### src/rtl/gzip_block_unpacker_pkg.sv
// Shared types and helpers for the gzip block unpacker.
// Header layout, FSM encoding and the lane-index width.
package gzip_block_unpacker_pkg;

  localparam int WORD_W = 32;
  localparam int LEN_W = 24;
  localparam int HDR_BFINAL_BIT = 24;
  localparam int LANES = 4;

  function automatic int clogb2(input int v);
    int r;
    r = 0;
    while ((1 << r) < v) r++;
    return r;
  endfunction

  localparam int LANE_W = clogb2(LANES);

  typedef enum logic [2:0] {
    S_HDR_RD,
    S_HDR_WT,
    S_DAT_RD,
    S_DAT_WT,
    S_EMIT,
    S_BLK_END,
    S_DONE
  } state_t;

  typedef struct packed {
    logic             bfinal;
    logic [LEN_W-1:0] len;
  } hdr_t;

  // The header is big-endian inside a little-endian FIFO word:
  // byte 0 carries BFINAL in bit 0, bytes 1..3 carry LENGTH MSB first.
  function automatic hdr_t decode_hdr(input logic [WORD_W-1:0] w);
    hdr_t r;
    r.bfinal = w[HDR_BFINAL_BIT-24];
    r.len    = {w[15:8], w[23:16], w[31:24]};
    return r;
  endfunction

endpackage

### src/rtl/gzip_block_unpacker.sv
// Pops block headers and payload words from the input FIFO and
// serialises the payload into a byte stream, dropping pad bytes.
module gzip_block_unpacker
  import gzip_block_unpacker_pkg::*;
#(
  parameter int LEN_WIDTH  = 24,
  parameter int DATA_WIDTH = 8
) (
  input  logic                  clk,
  input  logic                  rst,
  input  logic                  fifo_empty,
  input  logic [WORD_W-1:0]     fifo_dout,
  output logic                  fifo_rd_en,
  output logic [DATA_WIDTH-1:0] byte_out,
  output logic                  byte_valid,
  input  logic                  byte_ready,
  output logic                  block_start,
  output logic                  block_done,
  output logic                  bfinal,
  output logic [LEN_WIDTH-1:0]  block_len,
  output logic                  stream_done
);

  state_t              state;
  logic [WORD_W-1:0]   hold;
  logic [LANE_W-1:0]   lane;
  logic [LANE_W-1:0]   next_lane;
  logic [LEN_WIDTH-1:0] bytes_left;
  logic [7:0]          next_byte;
  logic                rd_state;
  hdr_t                hdr;

  assign hdr = decode_hdr(fifo_dout);

  assign rd_state = (state == S_HDR_RD) || (state == S_DAT_RD);

  // Pop only when data exists; reset must hold every output low.
  assign fifo_rd_en = rd_state && !fifo_empty && !rst;

  assign next_lane = lane + LANE_W'(1);

  always_comb begin
    next_byte = 8'h00;
    unique case (next_lane)
      2'd0: next_byte = hold[7:0];
      2'd1: next_byte = hold[15:8];
      2'd2: next_byte = hold[23:16];
      2'd3: next_byte = hold[31:24];
      default: next_byte = 8'h00;
    endcase
  end

  always_ff @(posedge clk or posedge rst) begin
    if (rst) begin
      state       <= S_HDR_RD;
      hold        <= '0;
      lane        <= '0;
      bytes_left  <= '0;
      byte_out    <= '0;
      byte_valid  <= 1'b0;
      block_start <= 1'b0;
      block_done  <= 1'b0;
      bfinal      <= 1'b0;
      block_len   <= '0;
      stream_done <= 1'b0;
    end else begin
      block_start <= 1'b0;
      block_done  <= 1'b0;
      unique case (state)
        S_HDR_RD: begin
          if (!fifo_empty) state <= S_HDR_WT;
        end
        S_HDR_WT: begin
          bfinal      <= hdr.bfinal;
          block_len   <= LEN_WIDTH'(hdr.len);
          bytes_left  <= LEN_WIDTH'(hdr.len);
          block_start <= 1'b1;
          if (hdr.len == '0) state <= S_BLK_END;
          else state <= S_DAT_RD;
        end
        S_DAT_RD: begin
          if (!fifo_empty) state <= S_DAT_WT;
        end
        S_DAT_WT: begin
          hold       <= fifo_dout;
          lane       <= '0;
          byte_out   <= DATA_WIDTH'(fifo_dout[7:0]);
          byte_valid <= 1'b1;
          state      <= S_EMIT;
        end
        S_EMIT: begin
          if (byte_valid && byte_ready) begin
            if (bytes_left != '0) bytes_left <= bytes_left - LEN_WIDTH'(1);
            lane <= next_lane;
            // Pad lanes after the block's last byte are never shown.
            if (bytes_left == LEN_WIDTH'(1)) begin
              byte_valid <= 1'b0;
              state      <= S_BLK_END;
            end else if (lane == LANE_W'(LANES - 1)) begin
              byte_valid <= 1'b0;
              state      <= S_DAT_RD;
            end else begin
              byte_out <= DATA_WIDTH'(next_byte);
            end
          end
        end
        S_BLK_END: begin
          block_done <= 1'b1;
          if (bfinal) begin
            stream_done <= 1'b1;
            state       <= S_DONE;
          end else begin
            state <= S_HDR_RD;
          end
        end
        S_DONE: begin
          stream_done <= 1'b1;
        end
        default: state <= S_HDR_RD;
      endcase
    end
  end

endmodule

### config.mk
export PLATFORM = sky130hd
export DESIGN_NAME = gzip_block_unpacker
export DESIGN_NICKNAME = d
export VERILOG_FILES = /design/src/rtl/gzip_block_unpacker_pkg.sv /design/src/rtl/gzip_block_unpacker.sv
export SDC_FILE = /design/constraint.sdc
export NUM_CORES = 1
export LEC_CHECK = 0
export CORE_MARGIN = 2
export CORE_UTILIZATION = 37
export DETAILED_ROUTE_END_ITERATION = 10
export PLACE_DENSITY = 0.6
export SLEW_MARGIN = 20
export SYNTH_ARGS = -nofsm -noshare
export SYNTH_HDL_FRONTEND = slang
export SYNTH_SLANG_ARGS = --single-unit
export TNS_END_PERCENT = 10
### constraint.sdc
create_clock -name clk -period 4.7 [get_ports clk]
set_input_delay 1.41 -clock clk [delete_from_list [all_inputs] [get_ports clk]]
set_output_delay 1.41 -clock clk [all_outputs]
set_load 0.02 [all_outputs]
==> metrics.md <==
| Metric | Value |
|---|---|
| Setup TNS | `0 ns` |
| Post-synth top area share | `0.498` |
| Synthesized area | `4920 sq um` |
| Top-count cell post-synth | `dfrtp_1` |
| CTS clk-pin slew, worst paths | `0.07 ns` |
| Worst Max-Slew Pin Slew | `0.964 ns` |
| Xor/xnor cell area share of the yosys netlist | `0` |
| Routability cong. | `0.851` |
| Yosys warns | `0` |
| Vias per inst | `5.60` |
| DP HPWL | `8690 um` |
| Number of synthesized flops with an enable pin | `0` |
| Share of async-settable or async-resettable flops after synthesis | `1.00` |
| Power after layout | `0.00433 W` |
| Synth-to-layout area growth | `24.8%` |
| Wire per inst | `18.1 um` |
| Post-CTS setup buffer count | `0` |
| Crit end category | `primary output` |
| CTS Buf Count | `9` |
| Starting Density | `0.375` |
| Post-synth top area cell | `dfrtp_1` |
| Post-synthesis sequential area ratio | `0.498` |
| Post-Syn Nets | `506` |
| Die H | `119 um` |
| PwrDens | `704 nW/um^2` |
| Final Instance Count excl. Fillers | `701` |
| Final setup vio count | `0` |
| Worst skew pair latency | `0.35 ns` |
| Core area | `13100 sq um` |
| Sw frac | `0.373` |
| RSZ-0062 raised after global routing | `no` |
| Pint | `0.00271 W` |
| Critical Path Source Type | `input port` |
| Hold buffer count at cts | `0` |
| Die width | `119 um` |
| HP Class | `flop to flop` |
| F_max | `242 MHz` |
| Outcome | `completed` |
| Tmin final | `4.13 ns` |
| Crit-path max FO | `2` |
| Flops & latches, synth | `98` |
| Resize count post-CTS | `0` |
| Psw | `0.00161 W` |
| Total wire length | `12700 um` |
| Antenna viol nets, final | `0` |
| Clk sinks | `98` |
| Post-Synth Simple-Gate Area | `0.130` |
| Max-cap viol count | `0` |
| Compound-Gate Fraction of Synth Area | `0.163` |
| Port Buffers | `73` |
| CP Class | `input port to primary output` |
| Largest net degree at the start of global routing | `67` |
| Top post-synthesis cells by area | `dfrtp_1 (50%), mux2_2 (13%), o21ai_0 (3.9%)` |
| Setup slack after layout | `0.574 ns` |
| First-pass GRT wire length | `20400 um` |
| Drt pass-1 iters | `5` |
| Share of layout cells above drive strength 1 | `0.185` |
| Die ar. | `14200 sq um` |
| Netlist cell types | `55` |
| Commonest cells in the netlist | `dfrtp_1 (98), mux2_2 (56), nor2_1 (44), o21ai_0 (38), clkbuf_1 (30)` |
| Site Rows | `42` |
| Adder-Cell Fraction of Synth Area | `0.0178` |
| Vias in the first global route | `3784` |
| Critical Path AT | `2.72 ns` |
| Dpl ws | `0.586 ns` |
| CTS tree | `done` |
| Inst Count DP | `685` |
| # diodes | `0` |
| Synth Instances | `463` |
| Total GRT Usage | `0.186` |
| Final hold violation count | `0` |
| H-Tree Depth | `3` |
| Max-slew violations | `0` |
| VDD IR max | `0.292 mV` |
| Clock power frac | `0.184` |
| Layout Skew | `0.0121 ns` |
| Post-layout util | `0.468` |
| Clk buf depth | `2` |
| Leak | `2.47 nW` |
| Initial antenna violation count | `0` |
| Main combinational cell family by area after synthesis | `compound AO/OA/AOI/OAI gates` |
| Clock Tree Root | `clkbuf_16` |
| Gate power share | `0.445` |
| CP Data Required Time | `3.29 ns` |
| Vias | `3923` |
| Seq pwr share | `0.371` |
| Initial drt markers | `292` |
| Most used flip-flop cell after synthesis | `dfrtp_1` |
| DR DRC count | `0` |
| I/O Pins | `74` |
| Nets | `563` |
| Slew Limit Headroom | `0.355` |
| Post-synthesis mux area share | `0.155` |
| Final Cycle Share | `0.878` |
| Mean Syn Cell Area | `10.6 sq um` |
| GRT Residual Overflow | `0` |
area by class of cell:
type | count | area [sq um]
clock buffer | 12 | 267
clock inverter | 4 | 56.3
multi-input combinational | 320 | 2310
tap | 176 | 220
timing repair buffer | 80 | 796
sequential | 98 | 2450
fill | 1224 | 6990
inverter | 11 | 43.8
worst paths after layout:
kind,depth (start not counted),start,slack (ns),endpoint
worst max-delay path,3,fifo_empty,0.57,fifo_rd_en
worst min-delay path,1,stream_done,0.46,stream_done
worst max register to register,5,bytes_left[14],1.87,byte_out[3]
worst min register to register,1,stream_done,0.46,stream_done
max in group asynchronous,3,rst,2.50,hold[18]
min in group asynchronous,2,rst,1.52,stream_done
worst max-delay path, stage by stage:
cell and delay, ns:
clkdlybuf4s50_1 0.42, nor4_1 0.24, clkdlybuf4s50_1 0.65
cells by family after synthesis:
| logic type | count (synthesis) |
|---|---|
| buffers and inverters | 45 |
| and+or+nand+nor | 126 |
| AOI/OAI and AO/OA | 122 |
| DFF | 98 |
| muxes | 65 |
| adders and majority gates | 7 |
routing by layer:
layer | routed length [um] | global-route usage | vias up | share of wire
li1 | - | - | 1833 | -
met1 | 5870 | 0.263 | 1932 | 0.46
met2 | 5840 | 0.283 | 137 | 0.46
met3 | 691 | 0.0321 | 21 | 0.054
met4 | 303 | 0.0801 | 0 | 0.024
met5 | 0 | 0 | - | 0
cells in the final DEF (no fill, tap or decap), types with 3 or more instances in the layout:
| cell | count |
|---|---|
| a211oi_1 | 3 |
| a21oi_1 | 27 |
| a222oi_1 | 8 |
| a22o_1 | 3 |
| a22oi_1 | 5 |
| a31oi_1 | 5 |
| buf_4 | 6 |
| clkbuf_16 | 9 |
| clkbuf_8 | 3 |
| clkdlybuf4s50_1 | 73 |
| dfrtp_1 | 98 |
| ha_1 | 7 |
| inv_1 | 10 |
| mux2_2 | 56 |
| mux2_4 | 8 |
| nand2_1 | 24 |
| nand3_1 | 10 |
| nor2_1 | 44 |
| nor3_1 | 10 |
| nor4_1 | 10 |
| nor4b_1 | 3 |
| o211ai_1 | 4 |
| o21ai_0 | 38 |
| o22a_1 | 7 |
| o2bb2ai_1 | 3 |
| or4_1 | 5 |
metrics by stage:
step	hold slack (ns)	instance area [sq um]
6_report	0.455	6140
5_1_grt	0.484	6140
2_1_floorplan	0.466	4920
3_3_place_gp	0.442	5820
3_5_place_dp	0.445	5820
4_1_cts	0.461	6140
state kept, by name, indices dropped and copies added, names as in the netlist:
| signal | count |
|---|---|
| hold | 32 |
| block_len | 24 |
| bytes_left | 24 |
| byte_out | 8 |
| state | 3 |
| lane | 2 |
| bfinal | 1 |
| block_done | 1 |
| block_start | 1 |
| byte_valid | 1 |
| stream_done | 1 |
power by group through the flow:
stage	registers, W	logic [W]	clock network [W]
after floorplan	0.00170	0.00116	0
after global placement	0.00159	0.00189	0
after detailed placement	0.00161	0.00193	0
after CTS	0.00160	0.00193	0.000818
after global routing	0.00167	0.00210	0.000852
final	0.00161	0.00192	0.000796
(Power assumes the default switching activity.)
